`src/rtl/obstacle_collision_scanner.sv`:
```
// Sequential obstacle scanner: checks one slot per clock against the player hit window.
// Optional macro COLLIDE_Y_WINDOW_EN widens the y test from exact match to +/- Y_MARGIN.
module obstacle_collision_scanner #(
    parameter int NUM_OBJ  = 73,
    parameter int COORD_W  = 11,
    parameter int X_MARGIN = 9,
    parameter int Y_MARGIN = 4,
    localparam int IDX_W   = $clog2(NUM_OBJ)
) (
    input  logic                       clock,
    input  logic                       reset,
    input  logic                       update_screen,
    input  logic                       clear_hit,
    input  logic [COORD_W-1:0]         move_step,
    input  logic [COORD_W-1:0]         player_x,
    input  logic [COORD_W-1:0]         player_y,
    input  logic [NUM_OBJ*COORD_W-1:0] obj_x_flat,
    input  logic [NUM_OBJ*COORD_W-1:0] obj_y_flat,
    input  logic [NUM_OBJ-1:0]         obj_valid,
    output logic                       busy,
    output logic                       scan_done,
    output logic                       is_spike_hit,
    output logic [IDX_W-1:0]           hit_index,
    output logic [COORD_W-1:0]         scroll_offset
);
    // state | meaning
    // IDLE  | waiting for update_screen
    // SCAN  | evaluating slot idx this cycle
    // DONE  | one-cycle completion pulse, scroll update on a clean scan
    typedef enum logic [1:0] {IDLE, SCAN, DONE} state_t;

    localparam logic [COORD_W-1:0] XM = COORD_W'(X_MARGIN);
`ifdef COLLIDE_Y_WINDOW_EN
    localparam logic [COORD_W-1:0] YM = COORD_W'(Y_MARGIN);
`else
    // zero-width window degenerates to exact equality
    localparam logic [COORD_W-1:0] YM = COORD_W'(Y_MARGIN * 0);
`endif
    localparam logic [IDX_W-1:0] LAST_IDX = IDX_W'(NUM_OBJ - 1);

    state_t              state, state_nxt;
    logic [IDX_W-1:0]    idx;
    logic [COORD_W-1:0]  px, py, step;
    logic [COORD_W-1:0]  obj_x [NUM_OBJ];
    logic [COORD_W-1:0]  obj_y [NUM_OBJ];
    logic [COORD_W-1:0]  rel_x;
    logic                scan_hit;
    logic                start;

    for (genvar j = 0; j < NUM_OBJ; j++) begin : g_unpack
        assign obj_x[j] = obj_x_flat[j*COORD_W +: COORD_W];
        assign obj_y[j] = obj_y_flat[j*COORD_W +: COORD_W];
    end

    // Window [c-m, c+m] clamped to the coordinate range on both ends.
    function automatic logic in_window(input logic [COORD_W-1:0] v,
                                       input logic [COORD_W-1:0] c,
                                       input logic [COORD_W-1:0] m);
        logic [COORD_W-1:0] lo, hi;
        logic [COORD_W:0]   sum;
        lo  = (c < m) ? '0 : c - m;
        sum = {1'b0, c} + {1'b0, m};
        hi  = sum[COORD_W] ? '1 : sum[COORD_W-1:0];
        return (v >= lo) && (v <= hi);
    endfunction

    assign rel_x    = obj_x[idx] - scroll_offset;
    assign scan_hit = (state == SCAN) && obj_valid[idx]
                      && in_window(rel_x, px, XM)
                      && in_window(obj_y[idx], py, YM);
    assign start    = (state == IDLE) && update_screen && !is_spike_hit;
    assign busy      = (state != IDLE);
    assign scan_done = (state == DONE);

    always_comb begin
        state_nxt = state;
        case (state)
            IDLE:    if (start) state_nxt = SCAN;
            SCAN:    if (scan_hit || idx == LAST_IDX) state_nxt = DONE;
            DONE:    state_nxt = IDLE;
            default: state_nxt = IDLE;
        endcase
        if (clear_hit) state_nxt = IDLE;
    end

    always_ff @(posedge clock or negedge reset) begin
        if (!reset) begin
            state         <= IDLE;
            idx           <= '0;
            px            <= '0;
            py            <= '0;
            step          <= '0;
            is_spike_hit  <= 1'b0;
            hit_index     <= '0;
            scroll_offset <= '0;
        end else begin
            state <= state_nxt;
            if (clear_hit) begin
                idx           <= '0;
                is_spike_hit  <= 1'b0;
                hit_index     <= '0;
                scroll_offset <= '0;
            end else begin
                case (state)
                    IDLE: if (start) begin
                        px   <= player_x;
                        py   <= player_y;
                        step <= move_step;
                        idx  <= '0;
                    end
                    SCAN: if (scan_hit) begin
                        is_spike_hit <= 1'b1;
                        hit_index    <= idx;
                    end else if (idx != LAST_IDX) begin
                        idx <= idx + 1'b1;
                    end
                    // a hit is sticky and blocks new scans, so it marks this scan as hit
                    DONE: if (!is_spike_hit) scroll_offset <= scroll_offset + step;
                    default: ;
                endcase
            end
        end
    end
endmodule
```
`config.mk`:
```
export PLATFORM = sky130hd
export DESIGN_NAME = obstacle_collision_scanner
export DESIGN_NICKNAME = d
export VERILOG_FILES = /design/src/rtl/obstacle_collision_scanner.sv
export SDC_FILE = /design/constraint.sdc
export NUM_CORES = 1
export LEC_CHECK = 0
export BUFFER_PORTS_ARGS = -buffer_cell sky130_fd_sc_hd__clkbuf_2
export CORE_AREA = 3 3 677 679
export DETAILED_ROUTE_END_ITERATION = 8
export DIE_AREA = 0 0 680 682
export GPL_TIMING_DRIVEN = 1
export SLEW_MARGIN = 10
export SYNTH_ARGS = -nofsm -noshare
export SYNTH_HDL_FRONTEND = slang
export SYNTH_SLANG_ARGS = --single-unit
```
`constraint.sdc`:
```
create_clock -name clock -period 7.8 [get_ports clock]
set_clock_uncertainty 0.15 [all_clocks]
set_input_delay 1.56 -clock clock [delete_from_list [all_inputs] [get_ports clock]]
set_output_delay 1.56 -clock clock [all_outputs]
set_load 0.01 [all_outputs]
```
==> flow_summary.toml, run 1 <==
[outcome]
status = "complete, but fails checks"
violations = "antenna violations"

[layout]
fillers = 53080
final_common_cell = "clkbuf_2"
fin_cells = 9461
multiInputGateArea_sq_um = 15700
area.sequential_sq_um = 1550
drive_above_1_share = 0.708
layout.nets = 5135
final_cell_mix = "clkbuf_2 (1735), mux4_2 (367), nand2_1 (167)"
syn_to_final_growth_pct = 95.0

[cts]
cts.sinks = 61
post_cts_buffers = 0
cts-resized-gates = 0
htree_num_levels = 3
holdBufCountCts = 0
cts_buffers = 9
path_clk_slew_ns = 0.07
clk_latency_ns = 0.42
cts_root_buffer = "clkbuf_16"
cts.path.max_buffers = 2
cts_tree = "built"

[logic_synthesis]
synth_adder_area_share = 0.0303
synth_edf_count = 0
synthFlopType = "dfrtp_1"
synthSimpleGateAreaFrac = 0.0865
syn-num-nets = 3407
synth_top_family_by_area = "multiplexers"
synth_compound_area_frac = 0.144
ys_ff_latch = 61
synth_cell_type_count = 81
synthMuxAreaShare = 0.579
synth-async-reset-ratio = 1.00
synth_area_per_cell_sq_um = 11.0
syn_inst = 1649
synth_xor_area_frac = 0.0135
yosysSeqAreaShare = 0.0840
syn-cell-area_sq_um = 18200
synth-warning-count = 0

[critical_path]
setup.worst_path.class = "in -> reg"
cp.required_ns = 7.90
crit_path_max_incr_delay_ns = 0.61
crit_fanout = 12
crit_path_start_kind = "input pin"
critPathTopFamily = "compound AO/OA/AOI/OAI gates"
crit_buf_inv = 4
arrival_ns = 7.46
end_kind = "flop"
slowest_stage = "mux4_2"

[sta]
slew_violations = 0
rsz0062_at_grt = "false"
fin_crit_sh = 0.944
worst_pin_slew_ns = 1.41
hold_viol = 0
setup_violations = 0
fin_tns_setup_ns = 0
slew-limit-headroom = 0.0549
setup_ws_ns = 0.436
layout_min_cycle_time_ns = 7.36
max_freq_mhz = 136

[grt]
first_global_vias = 25254
grt_pass1_wl_mm = 336
track_usage = 0.118
antenna_found_initial = 249
grt_max_degree = 75
grt_overflow = 0

[pwr]
comb_power_share = 0.825
p_clk_frac = 0.089
power.switching_mw = 2.74
p_leak_nw = 13.9
internal-power_mw = 2.73
sequentialPowerShare = 0.087
powerDensity_nw_per_um2 = 154
switching_share = 0.501
ir_worst_vdd_mv = 0.159
total_power_mw = 5.46

[route]
wl_met1_mm = 112
post_drt_wl_per_cell_um = 30.6
dr.pass1.iters = 5
routed_via_density = 2.76
drc = 0
wl_met2_mm = 133
initialDrtViolationCount = 2314
drt_wl_total_mm = 289
routed-wl-met3_mm = 33.7
top_layer = "met5"
dr_total_vias = 26134
ant_nets = 1

[die]
rows = 247
dieWidth_um = 680
chipHeight_um = 682
io_pins = 1737
core_area_sq_um = 452000
die_area_sq_um = 464000
start_util = 0.0401

[placement]
place.gp.congestion = 0.952
dp.cells = 9342
pre_cts_ws_ns = 0.0177
dp_hpwl_mm = 265
portBuffers = 1736

[run]
drv_cap = 0

[hold_path]
min-delay-path-class = "reg -> reg"
## final timing paths
kind                                start      endpoint  slack [ns]  cells past startpoint
setup reg to reg                   idx[0]  hit_index[1]        0.47                     26
hold / removal               hit_index[4]  hit_index[4]        0.35                      1
min in group asynchronous           reset  hit_index[6]        0.89                      1
hold reg to reg              hit_index[4]  hit_index[4]        0.35                      1
max in group asynchronous           reset         py[9]        5.51                      2
setup / recovery           obj_x_flat[33]  hit_index[1]        0.44                     27
## worst register-to-register path, stage by stage, from the launching register on
cell and delay (ns):
dfrtp_4 0.60, buf_16 0.31, buf_16 0.37, mux4_2 0.73, mux4_2 0.62, nor2_2 0.31
nor3_1 0.10, a21oi_1 0.16, buf_4 0.19, ha_1 0.22, fa_1 0.23, nor2b_1 0.07
o31a_1 0.25, o221ai_1 0.23, a21bo_2 0.19, nand2_1 0.06, xor2_1 0.16, ha_1 0.30
nand2_1 0.05, a211oi_1 0.24, o22ai_1 0.17, a21oi_1 0.15, or3b_2 0.49, a2111oi_4 0.32
buf_4 0.24, nor2_1 0.13, o2bb2ai_1 0.16
## kinds of logic (layout without fill, tap and decap cells)
kind of cell	after synthesis	in the layout
multiplexers	585	585
AO/OA/AOI/OAI	380	380
AND/OR/NAND/NOR	340	340
buffers and inverters	212	1945
flip-flops	61	61
adder cells (fa/ha/maj)	43	43
XOR/XNOR	28	28
other	0	103
## layer usage
| layer | vias up | track usage |
|---|---|---|
| met5 | - | 0 |
| met4 | 114 | 0.0295 |
| met3 | 472 | 0.0506 |
| met2 | 1911 | 0.193 |
| met1 | 13120 | 0.140 |
| li1 | 10517 | - |
## power by group through the flow
stage                     Sequential [mW]  Clock [mW]  Combinational, mW
final                               0.473       0.484               4.51
after global routing                0.485       0.510               4.89
after CTS                           0.475       0.528               4.66
after detailed placement            0.480           0               4.65
after global placement              0.479           0               4.64
after floorplan                     0.411           0               2.70
## synthesized netlist by cell type (34+ instances only)
master,instances,area share
dfrtp_1,61,0.084
mux2i_1,155,0.085
nand2_1,168,0.035
nor2_1,53,0.011
mux4_2,367,0.46
ha_1,40,0.028
a21oi_1,87,0.024
mux2_2,63,0.039
clkbuf_1,72,0.015
buf_2,44,0.012
o22ai_1,34,0.012
o21ai_0,52,0.014
## registers in the layout, indices dropped and copies added, names as in the netlist
signal,cells
px,11
py,11
scroll_offset,11
step,11
hit_index,7
idx,7
state,2
is_spike_hit,1
## through the flow
| step | cell area (sq um) | hold slack [ns] | util |
|---|---|---|---|
| 2_1_floorplan | 18200 | 0.335 | - |
| 3_3_place_gp | 34900 | 0.326 | 0.0770 |
| 3_5_place_dp | 34900 | 0.329 | 0.0770 |
| 4_1_cts | 35100 | 0.350 | 0.0776 |
| 5_1_grt | 35300 | 0.375 | 0.0780 |
| 6_report | 35400 | 0.349 | 0.0783 |
## layout make-up
type / instances / area share
Multi-Input combinational cell: 1376 / 0.443
Clock inverter: 7 / 0.00145
Timing Repair Buffer: 1894 / 0.283
Clock buffer: 9 / 0.00636
Inverter: 35 / 0.00417
Antenna cell: 103 / 0.00728
Sequential cell: 61 / 0.0437
Tap cell: 5976 / 0.211
Note: power is estimated with default switching activity, not from simulation.
==> run 2: changes to the inputs <==
--- a/config.mk
+++ b/config.mk
@@ -10,6 +10,7 @@
 export DETAILED_ROUTE_END_ITERATION = 8
 export DIE_AREA = 0 0 680 682
 export GPL_TIMING_DRIVEN = 1
+export RECOVER_POWER = 50
 export SLEW_MARGIN = 10
 export SYNTH_ARGS = -nofsm -noshare
 export SYNTH_HDL_FRONTEND = slang
==> run 2 against run 1 <==
Effect of this change: the flow finishes with violations (max-capacitance violations, max-slew violations); hold slack barely moved; via count barely moved; sequential share of layout area barely moved; critical endpoint unchanged; largest cell class unchanged.
==> flow_summary.toml, run 2 (synthesis gave the netlist of run 1 again) <==
[pwr]
p_leak_nw = 13.8
powerDensity_nw_per_um2 = 154
ir_worst_vdd_mv = 0.160

[sta]
setup_violations = 0
worst_pin_slew_ns = 3.10
fin_tns_setup_ns = 0
fin_crit_sh = 0.944
slew-limit-headroom = -1.07
holdWs_ns = 0.349
rsz0062_at_grt = "false"
max_freq_mhz = 136
hold_viol = 0
slew_violations = 41
layout_min_cycle_time_ns = 7.36

[critical_path]
r2r-start = "idx[0]"
critPathTopFamily = "compound AO/OA/AOI/OAI gates"
crit_path_start = "obj_x_flat[33]"
crit_path_max_incr_delay_ns = 0.60
crit_path_start_kind = "input pin"
crit_fanout = 12
crit_buf_inv = 4
cp.required_ns = 7.90
slowest_stage = "mux4_2"
arrival_ns = 7.46
end_kind = "flop"
setup.worst_path.class = "in -> reg"

[layout]
final_cell_mix = "clkbuf_2 (1731), mux4_2 (367), nand2_1 (167)"
post-route-cell-area_sq_um = 35400
layout.nets = 5135
drive_above_1_share = 0.706
syn_to_final_growth_pct = 94.8
fin_cells = 9452
fillers = 53093
final_common_cell = "clkbuf_2"

[grt]
track_usage = 0.118
grt_max_degree = 75
grt_pass1_wl_mm = 336
first_global_vias = 25254
antenna_found_initial = 249
grt_overflow = 0

[route]
drt_wl_total_mm = 289
dr_total_vias = 26132
initialDrtViolationCount = 2542
dr.pass1.iters = 8
ant_nets = 0
routed_via_density = 2.76
post_drt_wl_per_cell_um = 30.6
drc = 0

[die]
io_pins = 1737
dieWidth_um = 680
core_area_sq_um = 452000
rows = 247
die_area_sq_um = 464000
chipHeight_um = 682
start_util = 0.0401

[placement]
dp.cells = 9342
portBuffers = 1736
place.gp.congestion = 0.952
dp_hpwl_mm = 265
place_area_sq_um = 34900

[cts]
post_cts_buffers = 0
cts.path.max_buffers = 2
htree_num_levels = 3
path_clk_slew_ns = 0.07
clk_latency_ns = 0.42
cts_tree = "built"
cts.sinks = 61
cts_root_buffer = "clkbuf_16"
cts_buffers = 9

[outcome]
violations = "max-capacitance violations, max-slew violations"
status = "complete, but fails checks"

[run]
drv_cap = 2

[hold_path]
min-delay-path-class = "reg -> reg"
worstHoldStart = "hit_index[4]"
run 2: cell types whose count changed in the layout (fill, tap and decap cells not counted), sizes merged:
cell    previous run  this run
diode            103        94
buf              159       157
clkbuf          1744      1746
run 2: worst paths after layout:
kind	end	slack, ns	cells past startpoint
setup / recovery	hit_index[1]	0.44	27
hold / removal	hit_index[4]	0.35	1
setup reg to reg	hit_index[1]	0.47	26
hold reg to reg	hit_index[4]	0.35	1
max in group asynchronous	py[9]	2.60	2
min in group asynchronous	hit_index[6]	1.29	1
run 2: layer usage:
metal,vias to the layer above,part of all wire,GRT usage
met2,1910,0.46,0.193
met4,114,0.032,0.0295
met5,-,0.0026,0
met1,13141,0.39,0.140
met3,462,0.12,0.0506
li1,10505,-,-
run 2: final cells by class:
cell class | instances | area [sq um] | share of cell area
sequential | 61 | 1550 | 0.0437
antenna | 94 | 235 | 0.00665
multi-input combinational | 1376 | 15700 | 0.444
clock buffer | 9 | 225 | 0.00637
inverter | 35 | 148 | 0.00417
timing repair buffer | 1894 | 10000 | 0.283
clock inverter | 7 | 51.3 | 0.00145
tap | 5976 | 7480 | 0.211
run 2: what timing repair did:
action,in CTS,in global routing
gates resized for setup,0,6
setup endpoints to repair,0,16
hold buffers,0,0
run 2: power by group:
| part | total, mW | internal [mW] | switching [mW] |
|---|---|---|---|
| combinational | 4.50 | 2.14 | 2.37 |
| clock | 0.484 | 0.220 | 0.264 |
| sequential | 0.474 | 0.370 | 0.103 |
run 2: per-stage QoR:
stage	power [mW]	setup WS, ns	utilization
finish	5.46	0.440	0.0782
global route	5.89	0.00351	0.0780
CTS	5.66	0.193	0.0776
detailed placement	5.12	0.0177	0.0770
global placement	5.12	0.0464	0.0770
floorplan	3.11	0.795	-
run 2: worst reg2reg max path, delay by kind of cell (launching register included):
kind	cells	cell delay, ns
compound gates	9	1.88
xor+xnor	1	0.16
fa+ha+maj	3	0.75
buf+inv	4	1.10
flops	1	0.60
mux	2	1.35
simple gates	7	1.21
